<file path="src/rtl/demux_pkg.sv">
// demux_pkg: shared state encoding and sizing helpers for the demux select sequencer.
package demux_pkg;
  typedef enum logic [1:0] {IDLE, SETTLE, DRIVE} state_e;
  localparam int SEL_W_DEF = 3;
  localparam int NUM_CH = 2 ** SEL_W_DEF;
  localparam int REQ_W = SEL_W_DEF + 1;
  function automatic int req_w(input int sel_w);
    return sel_w + 1;
  endfunction
  function automatic int cnt_w(input int settle, input int hold);
    return $clog2((settle > hold ? settle : hold) + 1);
  endfunction
endpackage

</file>
<file path="src/rtl/demux_sel_sequencer_fifo.sv">
// demux_req_fifo: synchronous request FIFO with full/empty flags and sync active-high reset.
module demux_req_fifo
  import demux_pkg::*;
#(
  parameter int W = REQ_W,
  parameter int DEPTH = 4
) (
  input  logic         clk,
  input  logic         rst,
  input  logic         push_i,
  input  logic         pop_i,
  input  logic [W-1:0] wdata_i,
  output logic [W-1:0] rdata_o,
  output logic         full_o,
  output logic         empty_o
);
  localparam int AW = $clog2(DEPTH);
  logic [W-1:0] mem_q [DEPTH];
  logic [AW-1:0] wp_q, rp_q;
  logic [AW:0] cnt_q;
  logic do_push, do_pop;
  assign full_o = cnt_q == (AW+1)'(DEPTH);
  assign empty_o = cnt_q == '0;
  assign do_push = push_i && !full_o;
  assign do_pop = pop_i && !empty_o;
  assign rdata_o = mem_q[rp_q];
  always_ff @(posedge clk) begin
    if (rst) begin
      wp_q <= '0;
      rp_q <= '0;
      cnt_q <= '0;
    end else begin
      if (do_push) wp_q <= wp_q + AW'(1);
      if (do_pop) rp_q <= rp_q + AW'(1);
      cnt_q <= cnt_q + (AW+1)'(do_push) - (AW+1)'(do_pop);
    end
  end
  always_ff @(posedge clk) begin
    if (do_push) mem_q[wp_q] <= wdata_i;
  end
endmodule

</file>
<file path="src/rtl/demux_sel_sequencer.sv">
// demux_sel_sequencer: buffers (dest,data) requests and plays them onto a demux with settle/hold phases.
// Optional DEMUX_SEQ_AUTO_EN: ignore s_dest and scan channels round-robin from an internal pointer.
module demux_sel_sequencer
  import demux_pkg::*;
#(
  parameter int SEL_W = 3,
  parameter int FIFO_DEPTH = 4,
  parameter int SETTLE_CYCLES = 1,
  parameter int HOLD_CYCLES = 2
) (
  input  logic             clk,
  input  logic             rst,
  input  logic             s_valid,
  output logic             s_ready,
  input  logic [SEL_W-1:0] s_dest,
  input  logic             s_data,
  output logic [SEL_W-1:0] sel,
  output logic             din,
  output logic             drive_en,
  output logic             busy
);
  localparam int RW = req_w(SEL_W);
  localparam int CW = cnt_w(SETTLE_CYCLES, HOLD_CYCLES);
  localparam logic [CW-1:0] SETTLE_LD = CW'(SETTLE_CYCLES - 1);
  localparam logic [CW-1:0] HOLD_LD = CW'(HOLD_CYCLES - 1);
  state_e state_q, state_d;
  logic [CW-1:0] cnt_q, cnt_d;
  logic [SEL_W-1:0] sel_q, sel_d, src_sel;
  logic data_q, data_d, din_q, din_d, de_q, de_d;
  logic full, empty, pop;
  logic [RW-1:0] rdata;
  demux_req_fifo #(.W(RW), .DEPTH(FIFO_DEPTH)) u_fifo (
    .clk     (clk),
    .rst     (rst),
    .push_i  (s_valid && s_ready),
    .pop_i   (pop),
    .wdata_i ({s_dest, s_data}),
    .rdata_o (rdata),
    .full_o  (full),
    .empty_o (empty)
  );
`ifdef DEMUX_SEQ_AUTO_EN
  logic [SEL_W-1:0] ptr_q;
  assign src_sel = ptr_q;
  always_ff @(posedge clk) begin
    if (rst) ptr_q <= '0;
    else if (state_q == DRIVE && state_d == IDLE) ptr_q <= ptr_q + SEL_W'(1);
  end
`else
  assign src_sel = rdata[RW-1:1];
`endif
  assign s_ready = !rst && !full;
  assign busy = state_q != IDLE || !empty;
  assign sel = sel_q;
  assign din = din_q;
  assign drive_en = de_q;
  // sel is only ever loaded on the IDLE->SETTLE step, so it cannot move while data is driven.
  always_comb begin
    state_d = state_q;
    cnt_d = cnt_q;
    sel_d = sel_q;
    data_d = data_q;
    din_d = din_q;
    de_d = de_q;
    pop = 1'b0;
    case (state_q)
      IDLE: if (!empty) begin
        pop = 1'b1;
        sel_d = src_sel;
        data_d = rdata[0];
        cnt_d = SETTLE_LD;
        state_d = SETTLE;
      end
      SETTLE: if (cnt_q == '0) begin
        din_d = data_q;
        de_d = 1'b1;
        cnt_d = HOLD_LD;
        state_d = DRIVE;
      end else cnt_d = cnt_q - CW'(1);
      DRIVE: if (cnt_q == '0) begin
        din_d = 1'b0;
        de_d = 1'b0;
        cnt_d = '0;
        state_d = IDLE;
      end else cnt_d = cnt_q - CW'(1);
      default: state_d = IDLE;
    endcase
  end
  always_ff @(posedge clk) begin
    if (rst) begin
      state_q <= IDLE;
      cnt_q <= '0;
      sel_q <= '0;
      data_q <= 1'b0;
      din_q <= 1'b0;
      de_q <= 1'b0;
    end else begin
      state_q <= state_d;
      cnt_q <= cnt_d;
      sel_q <= sel_d;
      data_q <= data_d;
      din_q <= din_d;
      de_q <= de_d;
    end
  end
endmodule

</file>
<file path="config.mk">
export PLATFORM = sky130hd
export DESIGN_NAME = demux_sel_sequencer
export DESIGN_NICKNAME = d
export VERILOG_FILES = /design/src/rtl/demux_pkg.sv /design/src/rtl/demux_sel_sequencer_fifo.sv /design/src/rtl/demux_sel_sequencer.sv
export SDC_FILE = /design/constraint.sdc
export NUM_CORES = 1
export LEC_CHECK = 0
export CAP_MARGIN = 20
export CORE_MARGIN = 10
export CORE_UTILIZATION = 60
export DETAILED_ROUTE_END_ITERATION = 8
export GPL_TIMING_DRIVEN = 0
export PLACE_DENSITY = 0.83
export REMOVE_ABC_BUFFERS = 1
export SLEW_MARGIN = 20
export SYNTH_ARGS = -nofsm -noshare
export SYNTH_HDL_FRONTEND = slang
export SYNTH_SLANG_ARGS = --single-unit
export TNS_END_PERCENT = 50
</file>
<file path="constraint.sdc">
create_clock -name clk -period 6.08 [get_ports clk]
set_clock_uncertainty 0.2 [all_clocks]
set_input_delay 1.824 -clock clk [delete_from_list [all_inputs] [get_ports clk]]
set_output_delay 1.824 -clock clk [all_outputs]
set_load 0.005 [all_outputs]
</file>
==> results of run 1 <==
## per-stage QoR
stage          util (%)  cell area, µm²  total power, mW  setup slack (ps)
2_1_floorplan         -            1510            0.540              2130
3_3_place_gp       68.1            1670            0.612               669
3_5_place_dp       68.1            1670            0.630               669
4_1_cts            71.0            1740            0.767               654
5_1_grt            71.0            1740            0.817               552
6_report           71.0            1740            0.761               645
## cell type report
| cell class | count | area [µm²] | area share (%) |
|---|---|---|---|
| multi-input cells | 70 | 647 | 37.1 |
| clock buffers | 7 | 65.1 | 3.73 |
| clock inverters | 1 | 5.00 | 0.287 |
| repair buffers | 13 | 130 | 7.47 |
| inverters | 10 | 37.5 | 2.15 |
| flip-flops and latches | 33 | 821 | 47.1 |
| well taps | 30 | 37.5 | 2.15 |
## report_power, final
| group | internal (mW) | switching (mW) |
|---|---|---|
| logic | 0.163 | 0.138 |
| registers | 0.277 | 0.0469 |
| clock network | 0.0670 | 0.0691 |
## worst max-delay path: stages
cell             delay [ps]
clkdlybuf4s50_1         810
nor2_1                  240
clkdlybuf4s50_1         530
## sequential cells by signal, summed over array words and instances, names as in the netlist
register and flops:
cnt_q 2, data_q 1, din 1, drive_en 1
sel 3, state_q 2, u_fifo.cnt_q 3, u_fifo.mem_q 16
u_fifo.rp_q 2, u_fifo.wp_q 2
## layer usage
metal / track usage [%] / vias to the layer above
li1: - / 443
met1: 11.4 / 426
met2: 17.0 / 16
met3: 4.38 / 2
met4: 3.95 / 0
met5: 0 / -
## how the worst max path moves through the flow
stage / endpoint / depth (start not counted) / slack, ps / start
global placement: s_ready / 3 / 670 / rst
CTS: s_ready / 3 / 650 / rst
floorplan: s_ready / 1 / 2130 / rst
detailed placement: s_ready / 3 / 670 / rst
global route: s_ready / 3 / 550 / rst
finish: s_ready / 3 / 640 / rst
## kinds of logic (layout without fill, tap and decap cells)
logic type               count (synthesis)  count (layout)  synth area share, %
flip-flops                              33              33                 53.9
AND/OR/NAND/NOR                         30              30                 13.1
AO/OA/AOI/OAI                           14              14                 6.99
buffers and inverters                   14              31                 3.54
adder cells (fa/ha/maj)                 11              11                 9.54
multiplexers                            11              11                 10.6
XOR/XNOR                                 4               4                 2.30
## synth_stat cells (2+ instances only)
| cell type | number | share of area [%] |
|---|---|---|
| dfxtp_1 | 17 | 22 |
| edfxtp_1 | 16 | 32 |
| nor2_1 | 13 | 3.2 |
| ha_1 | 10 | 8.2 |
| inv_1 | 10 | 2.5 |
| a21oi_1 | 7 | 2.3 |
| mux2i_1 | 6 | 3.9 |
| and2_1 | 4 | 1.6 |
| mux4_2 | 4 | 5.9 |
| clkbuf_1 | 3 | 0.74 |
| nand2b_1 | 3 | 1.2 |
| nor2b_1 | 2 | 0.82 |
| o21ai_0 | 2 | 0.66 |
| or2_2 | 2 | 0.82 |
| xnor2_1 | 2 | 1.2 |
| xor2_1 | 2 | 1.2 |
==> impl_metrics.yaml, run 1 <==
sta:
  fin_crit_sh_pct: 89.4
  tns_ps: 0
  setup_viol: 0
  hold_viol: 0
  slew-limit-headroom_pct: 47.7
  fmax_ghz: 0.184
  hold_ws_ps: 296
  tightest_slew_ps: 782
  rsz0062_at_grt: "no"
  drv_slew: 0
  fin_crit_ps: 5440
cells_and_area:
  layout_common_cells: "dfxtp_1 (17), edfxtp_1 (16), nor2_1 (13), clkdlybuf4s50_1 (13)"
  synthToLayoutAreaGrowth_pct: 14.6
  diodes: 0
  fillers: 158
  finalNonFillerCells: 164
  final_common_cell: "dfxtp_1"
  drive_above_1_share_pct: 14.2
  finalNetCount: 151
power:
  p_leak_nw: 0.668
  power.density_nw_per_um2: 436
  vdd_drop_max_mv: 0.412
worst_setup_path:
  worst-endpoint-arrival_ps: 3410
  r2r_slack_ps: 3490
  cp-end-kind: "output port"
  crit_fanout: 20
  r2r_start: "u_fifo.cnt_q[1]"
  worstSetupStartpointType: "input port"
  critPathKind: "in -> out"
  r2r-end: "u_fifo.cnt_q[2]"
  worst-r2r-cell-count: 9
  cp_data_required_time_ps: 4060
clock_network:
  cts_resized: 0
  clk_root_buffer_cell: "clkbuf_4"
  clock_latency_ps: 320
  path_clk_slew_ps: 100
  tritoncts: "built"
  clockBufferDepth: 2
  holdBufCountCts: 0
  cts_max_level: 2
  postCtsSetupBuffers: 0
  cts_buffers: 5
  clock-sinks: 33
place:
  port_buffers: 13
  place_inst: 156
  hpwl_um: 1790
  gp_congestion: 0.727
yosys:
  syn_area_per_cell_um2: 13.0
  synth_edf_count: 16
  synth_seq_cells: 33
  synth-seq-area-share_pct: 53.9
  synthArstFlopShare_pct: 0
  syn-cell-area_um2: 1520
  yosysWarningCount: 0
  syn_inst: 117
  synthFlopType: "dfxtp_1"
  synth.distinct_cells: 30
routing:
  top_layer_used: "met4"
  drc_errors: 0
  drt-initial-drc-count: 25
  ant_nets: 0
  wl_met1_um: 1100
  wl_met2_um: 1220
  num_vias: 887
  post_drt_wl_per_cell_um: 15.1
  finalWirelength_um: 2470
  vias_per_cell: 5.41
  wl_met3_um: 125
  drtPass1Iterations: 4
hold_path:
  min_from: "din"
  min_path_type: "reg -> reg"
  min_to: "din"
  hold_depth: 2
grt:
  gr-usage-all-layers_pct: 10.3
  grt_antenna_before_repair: 0
  grt_max_degree: 21
  grt_pass1_wl_um: 4170
  grt_overflow: 0
  grt_pass1_vias: 923
die:
  num_rows: 18
  die_x_um: 70.4
  core_um2: 2450
  die_y_um: 70.4
  initial_core_util_pct: 62.0
  ios: 14
  fp.dieArea_um2: 4950
status:
  status: "completed"
flow_run:
  drv_cap: 0
Note: power is estimated with default switching activity, not from simulation.
==> run 2, diff against run 1 <==
- CELL_PAD_IN_SITES_DETAIL_PLACEMENT: unset -> 1
- CELL_PAD_IN_SITES_GLOBAL_PLACEMENT: unset -> 1
- CORE_UTILIZATION: 60 -> 49
- PLACE_DENSITY: 0.83 -> unset
- PLACE_DENSITY_LB_ADDON: unset -> 0.1
==> run 2 against run 1 <==
  * Die area rose by 16%
  * First-iteration DRC count rose by 120%
  * Fmax rose by 0.35%
  * Design area fell by 0.43%
  * Largest power group unchanged
  * Largest cell class unchanged
  * Highest routed layer unchanged
  * Sequential power barely moved
  * Non-clock buffer count did not move
==> impl_metrics.yaml, run 2 (synthesized netlist as in run 1, its figures left out) <==
grt:
  grt_pass1_wl_um: 4500
  grt_max_degree: 21
  gr-usage-all-layers_pct: 10.9
  grt_overflow: 0
  grt_antenna_before_repair: 0
  grt_pass1_vias: 960
cells_and_area:
  diodes: 0
  synthToLayoutAreaGrowth_pct: 14.1
  drive_above_1_share_pct: 12.7
  fin_area_um2: 1740
  final_util_pct: 57.8
  layout_common_cells: "dfxtp_1 (17), edfxtp_1 (16), nor2_1 (13), clkdlybuf4s50_1 (13)"
  final_common_cell: "dfxtp_1"
  finalNetCount: 151
  fillers: 318
  regMostFlops: "u_fifo.mem_q"
  largest_register_ffs: 16
worst_setup_path:
  crit_path_max_incr_delay_ps: 810
  worst-r2r-cell-count: 9
  critPathKind: "in -> out"
  worst-endpoint-arrival_ps: 3390
  cp-end-kind: "output port"
  r2r_slack_ps: 3500
  cpMaxStageDelayCell: "clkdlybuf4s50_1"
  crit_fanout: 20
  r2r-end: "u_fifo.cnt_q[2]"
  worstSetupStartpointType: "input port"
  crit_end: "s_ready"
  cp_data_required_time_ps: 4060
  r2r_start: "u_fifo.cnt_q[1]"
  critPathMostFrequentCell: "clkdlybuf4s50_1"
  path_cells: "clkdlybuf4s50_1, nor2_1, clkdlybuf4s50_1"
  startpoint: "rst"
place:
  gp_congestion: 0.723
  hpwl_um: 2020
  dpl_cell_area_um2: 1680
  pre_cts_slack_ps: 618
  port_buffers: 13
clock_network:
  tritoncts: "built"
  cts_resized: 0
  holdBufCountCts: 0
  clk_root_buffer_cell: "clkbuf_4"
  postCtsSetupBuffers: 0
  clockBufferDepth: 2
  clock_latency_ps: 320
  clock-sinks: 33
  cts_buffers: 5
  cts_max_level: 2
  path_clk_slew_ps: 90
routing:
  num_vias: 903
  post_drt_wl_per_cell_um: 15.5
  ant_nets: 0
  vias_per_cell: 5.41
  drt-initial-drc-count: 54
  finalWirelength_um: 2590
  drtPass1Iterations: 4
  drc_errors: 0
die:
  initial_core_util_pct: 50.7
  die_x_um: 75.7
  core_um2: 3000
  num_rows: 20
  ios: 14
  die_y_um: 75.7
  fp.dieArea_um2: 5730
sta:
  tns_ps: 0
  fmax_ghz: 0.185
  hold_viol: 0
  hold_ws_ps: 293
  fin_crit_sh_pct: 89.1
  tightest_slew_ps: 776
  setup_slack_ps: 664
  drv_slew: 0
  rsz0062_at_grt: "no"
  fin_crit_ps: 5420
  slew-limit-headroom_pct: 48.1
  setup_viol: 0
power:
  p_leak_nw: 0.659
  vdd_drop_max_mv: 0.241
  power.density_nw_per_um2: 431
hold_path:
  min_path_type: "reg -> reg"
flow_run:
  drv_cap: 0
status:
  status: "completed"
run 2: cell types whose count changed in the layout (fill, tap and decap cells not counted):
cell	previous run	this run
clkbuf_1	0	2
clkbuf_8	2	1
clkinv_2	1	0
run 2: worst min-delay path by stage:
stage	start	to	slack (ps)	cells after the start
floorplan	din	din	260	2
global placement	din	din	260	2
detailed placement	din	din	290	2
CTS	din	din	300	2
global route	din	din	330	2
finish	din	din	290	2
run 2: per-layer routing:
layer / wire length [µm] / track usage [%] / up-vias
met5: 0 / 0 / -
met4: 39 / 6.19 / 0
met3: 162 / 4.56 / 4
met2: 1350 / 18.4 / 17
met1: 1040 / 11.2 / 436
li1: - / - / 446
run 2: critical path, delay by kind of cell:
| kind | cells | cell delay (ps) |
|---|---|---|
| and+or+nand+nor | 1 | 230 |
| buffers and inverters | 2 | 1330 |
run 2: through the flow:
step                      power (mW)  std cells
after floorplan                0.540        113
after global routing           0.818        167
final                          0.748        167
after detailed placement       0.636        159
after CTS                      0.762        167
after global placement         0.618        159
run 2: layout make-up:
cell class | count | area, µm² | share of cell area (%)
multi-input cells | 70 | 647 | 37.3
repair buffers | 13 | 130 | 7.50
well taps | 33 | 41.3 | 2.38
flip-flops and latches | 33 | 821 | 47.3
inverters | 10 | 37.5 | 2.16
clock buffers | 8 | 58.8 | 3.39
run 2: power breakdown:
group          leakage, nW  switching (mW)  internal (mW)
clock               0.0326          0.0658         0.0570
combinational        0.342           0.138          0.162
sequential           0.285          0.0479          0.277
